`config.mk`:
```
export PLATFORM = sky130hd
export DESIGN_NAME = morph_filter
export DESIGN_NICKNAME = d
export VERILOG_FILES = /design/src/rtl/morph_filter.sv
export SDC_FILE = /design/constraint.sdc
export NUM_CORES = 2
export LEC_CHECK = 0
export CAP_MARGIN = 40
export CORE_UTILIZATION = 40
export CTS_CLUSTER_SIZE = 40
export DETAILED_ROUTE_END_ITERATION = 6
export RECOVER_POWER = 25
export SKIP_CTS_REPAIR_TIMING = 1
export SYNTH_ARGS = -nofsm -noshare
export SYNTH_HDL_FRONTEND = slang
export SYNTH_SLANG_ARGS = --single-unit
```
`constraint.sdc`:
```
create_clock -name pclk -period 35.8 [get_ports pclk]
set_clock_uncertainty 0.05 [all_clocks]
set_input_delay 3.58 -clock pclk [delete_from_list [all_inputs] [get_ports pclk]]
set_output_delay 3.58 -clock pclk [all_outputs]
set_load 0.02 [all_outputs]
```
`src/rtl/morph_filter.sv`:
```
// Binary erode/dilate stage over a causal KSIZE x KSIZE window with a fixed 3-clock latency.
// Define MORPH_BORDER_PAD_EN to pad out-of-frame window taps with the neutral value.
module morph_filter #(
  parameter int IMG_WIDTH = 640,
  parameter int KSIZE     = 3,
  parameter int CNT_W     = 11
) (
  input  logic pclk,
  input  logic rst,
  input  logic mode,
  input  logic din_hs,
  input  logic din_vs,
  input  logic din_de,
  input  logic din,
  output logic dout_hs,
  output logic dout_vs,
  output logic dout_de,
  output logic dout
);
  localparam int NL = KSIZE - 1;
  localparam int AW = (IMG_WIDTH > 1) ? $clog2(IMG_WIDTH) : 1;
  localparam logic [CNT_W-1:0] COL_MAX = CNT_W'(IMG_WIDTH - 1);
  localparam logic [CNT_W-1:0] ROW_MAX = '1;

  logic [2:0]             hs_q, hs_d, vs_q, vs_d, de_q, de_d;
  logic [CNT_W-1:0]       col_q, col_d, row_q, row_d;
  logic                   mode_act_q, mode_act_d;
  logic [KSIZE-1:0][KSIZE-1:0] win_q, win_d, win_m;  // [line tap][column age]
  logic                   mode_s1_q, mode_s1_d, mode_s2_q, mode_s2_d;
  logic [KSIZE-1:0]       rowred_q, rowred_d;
  logic                   dout_q, dout_d;
  logic [NL-1:0]          tap_rd, ram_wd;
  logic [KSIZE-1:0]       tap;
  logic [AW-1:0]          addr;
  logic                   vs_rise, de_fall;

  assign addr    = col_q[AW-1:0];
  assign vs_rise = din_vs & ~vs_q[0];
  assign de_fall = de_q[0] & ~din_de;
  assign tap     = {tap_rd, din};
  // Each line RAM takes the line that the RAM below it just handed out.
  assign ram_wd  = {tap_rd[NL-2:0], din};

  for (genvar gi = 0; gi < NL; gi++) begin : g_line
    logic line_ram [0:IMG_WIDTH-1];
    assign tap_rd[gi] = line_ram[addr];
    always_ff @(posedge pclk) begin
      if (din_de) line_ram[addr] <= ram_wd[gi];
    end
  end

  always_comb begin
    hs_d = {hs_q[1:0], din_hs};
    vs_d = {vs_q[1:0], din_vs};
    de_d = {de_q[1:0], din_de};

    col_d = col_q;
    if (din_de)       col_d = (col_q == COL_MAX) ? col_q : col_q + CNT_W'(1);
    else if (de_fall) col_d = '0;

    row_d = row_q;
    if (vs_rise)                          row_d = '0;
    else if (de_fall && row_q != ROW_MAX) row_d = row_q + CNT_W'(1);

    mode_act_d = vs_rise ? mode : mode_act_q;

    win_d     = win_q;
    mode_s1_d = mode_s1_q;
    if (din_de) begin
      for (int k = 0; k < KSIZE; k++) win_d[k] = {win_q[k][KSIZE-2:0], tap[k]};
      mode_s1_d = mode_act_d;
    end

    for (int k = 0; k < KSIZE; k++) rowred_d[k] = mode_s1_q ? |win_m[k] : &win_m[k];
    mode_s2_d = mode_s1_q;
    dout_d    = de_q[1] & (mode_s2_q ? |rowred_q : &rowred_q);
  end

`ifdef MORPH_BORDER_PAD_EN
  logic [CNT_W-1:0] col_s1_q, col_s1_d, row_s1_q, row_s1_d;

  always_comb begin
    col_s1_d = col_q;
    row_s1_d = vs_rise ? '0 : row_q;
    if (!din_de) begin
      col_s1_d = col_s1_q;
      row_s1_d = row_s1_q;
    end
    // Taps left of column 0 or above row 0 become neutral so they never decide the result.
    for (int k = 0; k < KSIZE; k++) begin
      for (int j = 0; j < KSIZE; j++) begin
        if (CNT_W'(j) > col_s1_q || CNT_W'(k) > row_s1_q) win_m[k][j] = ~mode_s1_q;
        else                                              win_m[k][j] = win_q[k][j];
      end
    end
  end

  always_ff @(posedge pclk) begin
    if (rst) begin
      col_s1_q <= '0;
      row_s1_q <= '0;
    end else begin
      col_s1_q <= col_s1_d;
      row_s1_q <= row_s1_d;
    end
  end
`else
  assign win_m = win_q;
`endif

  always_ff @(posedge pclk) begin
    if (rst) begin
      hs_q       <= '0;
      vs_q       <= '0;
      de_q       <= '0;
      col_q      <= '0;
      row_q      <= '0;
      mode_act_q <= 1'b1;
      win_q      <= '0;
      mode_s1_q  <= 1'b1;
      mode_s2_q  <= 1'b1;
      rowred_q   <= '0;
      dout_q     <= 1'b0;
    end else begin
      hs_q       <= hs_d;
      vs_q       <= vs_d;
      de_q       <= de_d;
      col_q      <= col_d;
      row_q      <= row_d;
      mode_act_q <= mode_act_d;
      win_q      <= win_d;
      mode_s1_q  <= mode_s1_d;
      mode_s2_q  <= mode_s2_d;
      rowred_q   <= rowred_d;
      dout_q     <= dout_d;
    end
  end

  assign dout_hs = hs_q[2];
  assign dout_vs = vs_q[2];
  assign dout_de = de_q[2];
  assign dout    = dout_q;
endmodule
```
==> results.json <==
{
  "status": "finished, violations left",
  "violations": "DRC, capacitance limit, slew limit",
  "peakVddDrop_v": 0.00002996,
  "top_usage_layer": "met2",
  "cts_htree_levels": 4,
  "start_util": 0.4045,
  "clk_latency_ns": 0.76,
  "synth_ff_type": "edfxtp_1",
  "drv_cap": 9,
  "fmax_mhz": 80.80,
  "cts_sinks": 1326,
  "cts_tree": "done",
  "use_met3": 0.04047,
  "die_area_um2": 134900,
  "worst_hold_path_type": "reg2reg",
  "utilization": 0.4570,
  "syn_area_per_cell_um2": 17.72,
  "grt_start_max_net_pins": 273,
  "track_usage": 0.2217,
  "n_fill_cell": 11293,
  "yosysTopAreaCellShare": 0.7201,
  "io_pins": 11,
  "synth_xor_area_frac": 0.001477,
  "viasPerCell": 5.886,
  "p_per_area_nw_per_um2": 54.87,
  "root_buffer": "clkbuf_16",
  "synthAdderAreaFrac": 0.0009376,
  "die_h_um": 367.3,
  "period_share": 0.3457,
  "total_power_w": 0.003309,
  "cp_cell_sequence": "clkbuf_1 -> clkbuf_1 -> clkbuf_1 -> buf_4 -> buf_4 -> buf_16 -> mux2i_1 -> nor2_1",
  "drc": 2,
  "grt_antenna_before_repair": 2,
  "slowest_delay_ns": 3.79,
  "synth_top_family_by_area": "multiplexers",
  "synth_nets": 3023,
  "drtIter0Drc": 3961,
  "cts.clk_slew.worst_paths_ns": 0.06,
  "worst_setup_path_end_kind": "register",
  "grtUsageMet2": 0.3495,
  "ys_seq_area_frac": 0.7373,
  "dieWidth_um": 367.3,
  "worst_pin_slew_ns": 5.658,
  "cpMostUsedCell": "clkbuf_1",
  "antenna_cells": 0,
  "synthMuxAreaShare": 0.1484,
  "layout.nets": 3069,
  "rsz0062_at_grt": "no",
  "syn2layout_area_growth_pct": 12.98,
  "vias": 28999,
  "routedWlPerCell_um": 30.20,
  "p_leak_nw": 17.73,
  "synthSimpleGateAreaFrac": 0.06667,
  "worstPathArrival_ns": 12.99,
  "synthTopCellsByArea": "edfxtp_1 (72%), mux4_2 (13%), nor2_1 (4.7%)",
  "grt_pass1_wl_um": 214200,
  "rows": 133,
  "required_ns": 36.42,
  "async_reset_ff_frac": 0,
  "yosys.area.top_type": "edfxtp_1",
  "report.final.slew_viol_count": 533,
  "dr.pass1.iters": 7,
  "gr-total-overflow": 0,
  "portBuffers": 10,
  "gp_congestion": 0.8348,
  "grt_pass1_vias": 29393,
  "cp_max_fo": 119,
  "postSynthCellCount": 3012,
  "hold_viol_final": 0,
  "cpMaxStageDelayCell": "clkbuf_1",
  "synth_seq_cells": 1326,
  "place_inst": 4671,
  "core-area_um2": 132000,
  "synth_cell_types": 64,
  "cts_made_buffers": 140,
  "criticalPathCategory": "in2reg",
  "fin_crit_ns": 12.38,
  "synth_edf_count": 1280,
  "wirelength_um": 148800,
  "clockBufferDepth": 3,
  "fin_cells": 4927,
  "ant_nets": 0,
  "hold_ws_ns": 0.3915,
  "synth_commonest_cells": "edfxtp_1 (1280), nor2_1 (675), mux4_2 (313)",
  "syn_area_um2": 53380,
  "synth_compound_area_frac": 0.02621,
  "setup_viol": 0,
  "dp_hpwl_um": 89580,
  "met1_usage": 0.3133,
  "drive_gt1_frac": 0.2043,
  "maxSlewHeadroom": -2.772,
  "synth_most_common_cell": "edfxtp_1",
  "critPathLaunchType": "input pin",
  "finalSetupTns_ns": 0,
  "yosysWarnings": 0
}
worst max-delay path: cells and delay by family:
kind	cells	cell delay, ns
buffers and inverters	6	8.88
multiplexers	1	0.13
AND/OR/NAND/NOR	1	0.16
through the flow:
stage | setup WS (ns) | area, um^2
floorplan | 22.65 | 53380
global placement | 28.54 | 55460
detailed placement | 28.95 | 55890
CTS | 29.63 | 60400
global route | 22.77 | 60310
finish | 23.42 | 60310
placed cells by master (no fill, tap or decap), types with 9 or more instances in the layout:
cell type | Yosys | routed
buf_4 | 12 | 83
nand3_1 | 9 | 9
o21ai_0 | 14 | 14
a21oi_1 | 15 | 15
edfxtp_1 | 1280 | 1280
nand2_2 | 0 | 9
nand4_1 | 25 | 25
mux2i_1 | 57 | 57
nor3_1 | 10 | 9
clkbuf_16 | 0 | 143
a22o_1 | 9 | 9
bufinv_16 | 0 | 12
mux4_1 | 9 | 9
mux4_2 | 313 | 313
clkinv_1 | 1 | 34
clkbuf_1 | 130 | 34
and2_1 | 13 | 9
nor2b_1 | 20 | 19
dfxtp_1 | 46 | 40
a22oi_1 | 98 | 98
clkinv_2 | 0 | 24
nor2_1 | 675 | 675
nand2_1 | 87 | 78
layout make-up:
type                       instances  area [um^2]  share of cell area
multi-input combinational       1461        13070              0.2168
clock inverter                    91        849.6             0.01409
timing repair buffer             121         1120             0.01857
tap                             1755         2196             0.03641
sequential                      1326        39380              0.6530
clock buffer                     165         3661             0.06071
inverter                           8        30.03           0.0004979
where the power goes:
group          internal [W]  total, W  switching, W  leakage [nW]
Combinational     0.0000499  0.000142     0.0000925          3.66
Sequential          0.00172   0.00173    0.00000616          11.9
Clock              0.000824   0.00144      0.000614          2.19
Total               0.00260   0.00331      0.000713          17.7
flip-flops by register name, summed over array words and instances (netlist names), named ones only:
name             count
de_q                 3
win_m                9
g_line.line_ram   1280
rowred_q             3
mode_act_q           1
mode_s2_q            1
mode_s1_q            1
col_q               11
hs_q                 3
dout                 1
vs_q                 3
per-layer routing:
metal  share of wire  wire length [um]
met1            0.40             59940
met2            0.48             70860
met3           0.092             13640
met4           0.029              4348
met5               0                 0
final timing paths:
kind	start	to	slack (ns)	cells past startpoint
max reg2reg	register	g_line[1].line_ram[336]$_DFFE_PP_	29.64	12
min	hs_q[1]$_SDFF_PP0_	hs_q[2]$_SDFF_PP0_	0.39	1
max	din	win_m[0]$_SDFFE_PP0P_	23.42	8
min reg2reg	hs_q[1]$_SDFF_PP0_	hs_q[2]$_SDFF_PP0_	0.39	1
cell families (layout without fill, tap and decap cells):
family / count (synthesis) / in the layout
multiplexers: 385 / 385
AO/OA/AOI/OAI: 190 / 190
AND/OR/NAND/NOR: 873 / 873
buffers and inverters: 225 / 385
flip-flops: 1326 / 1326
adder cells (fa/ha/maj): 4 / 4
XOR/XNOR: 9 / 9
Note: power is estimated with default switching activity, not from simulation.
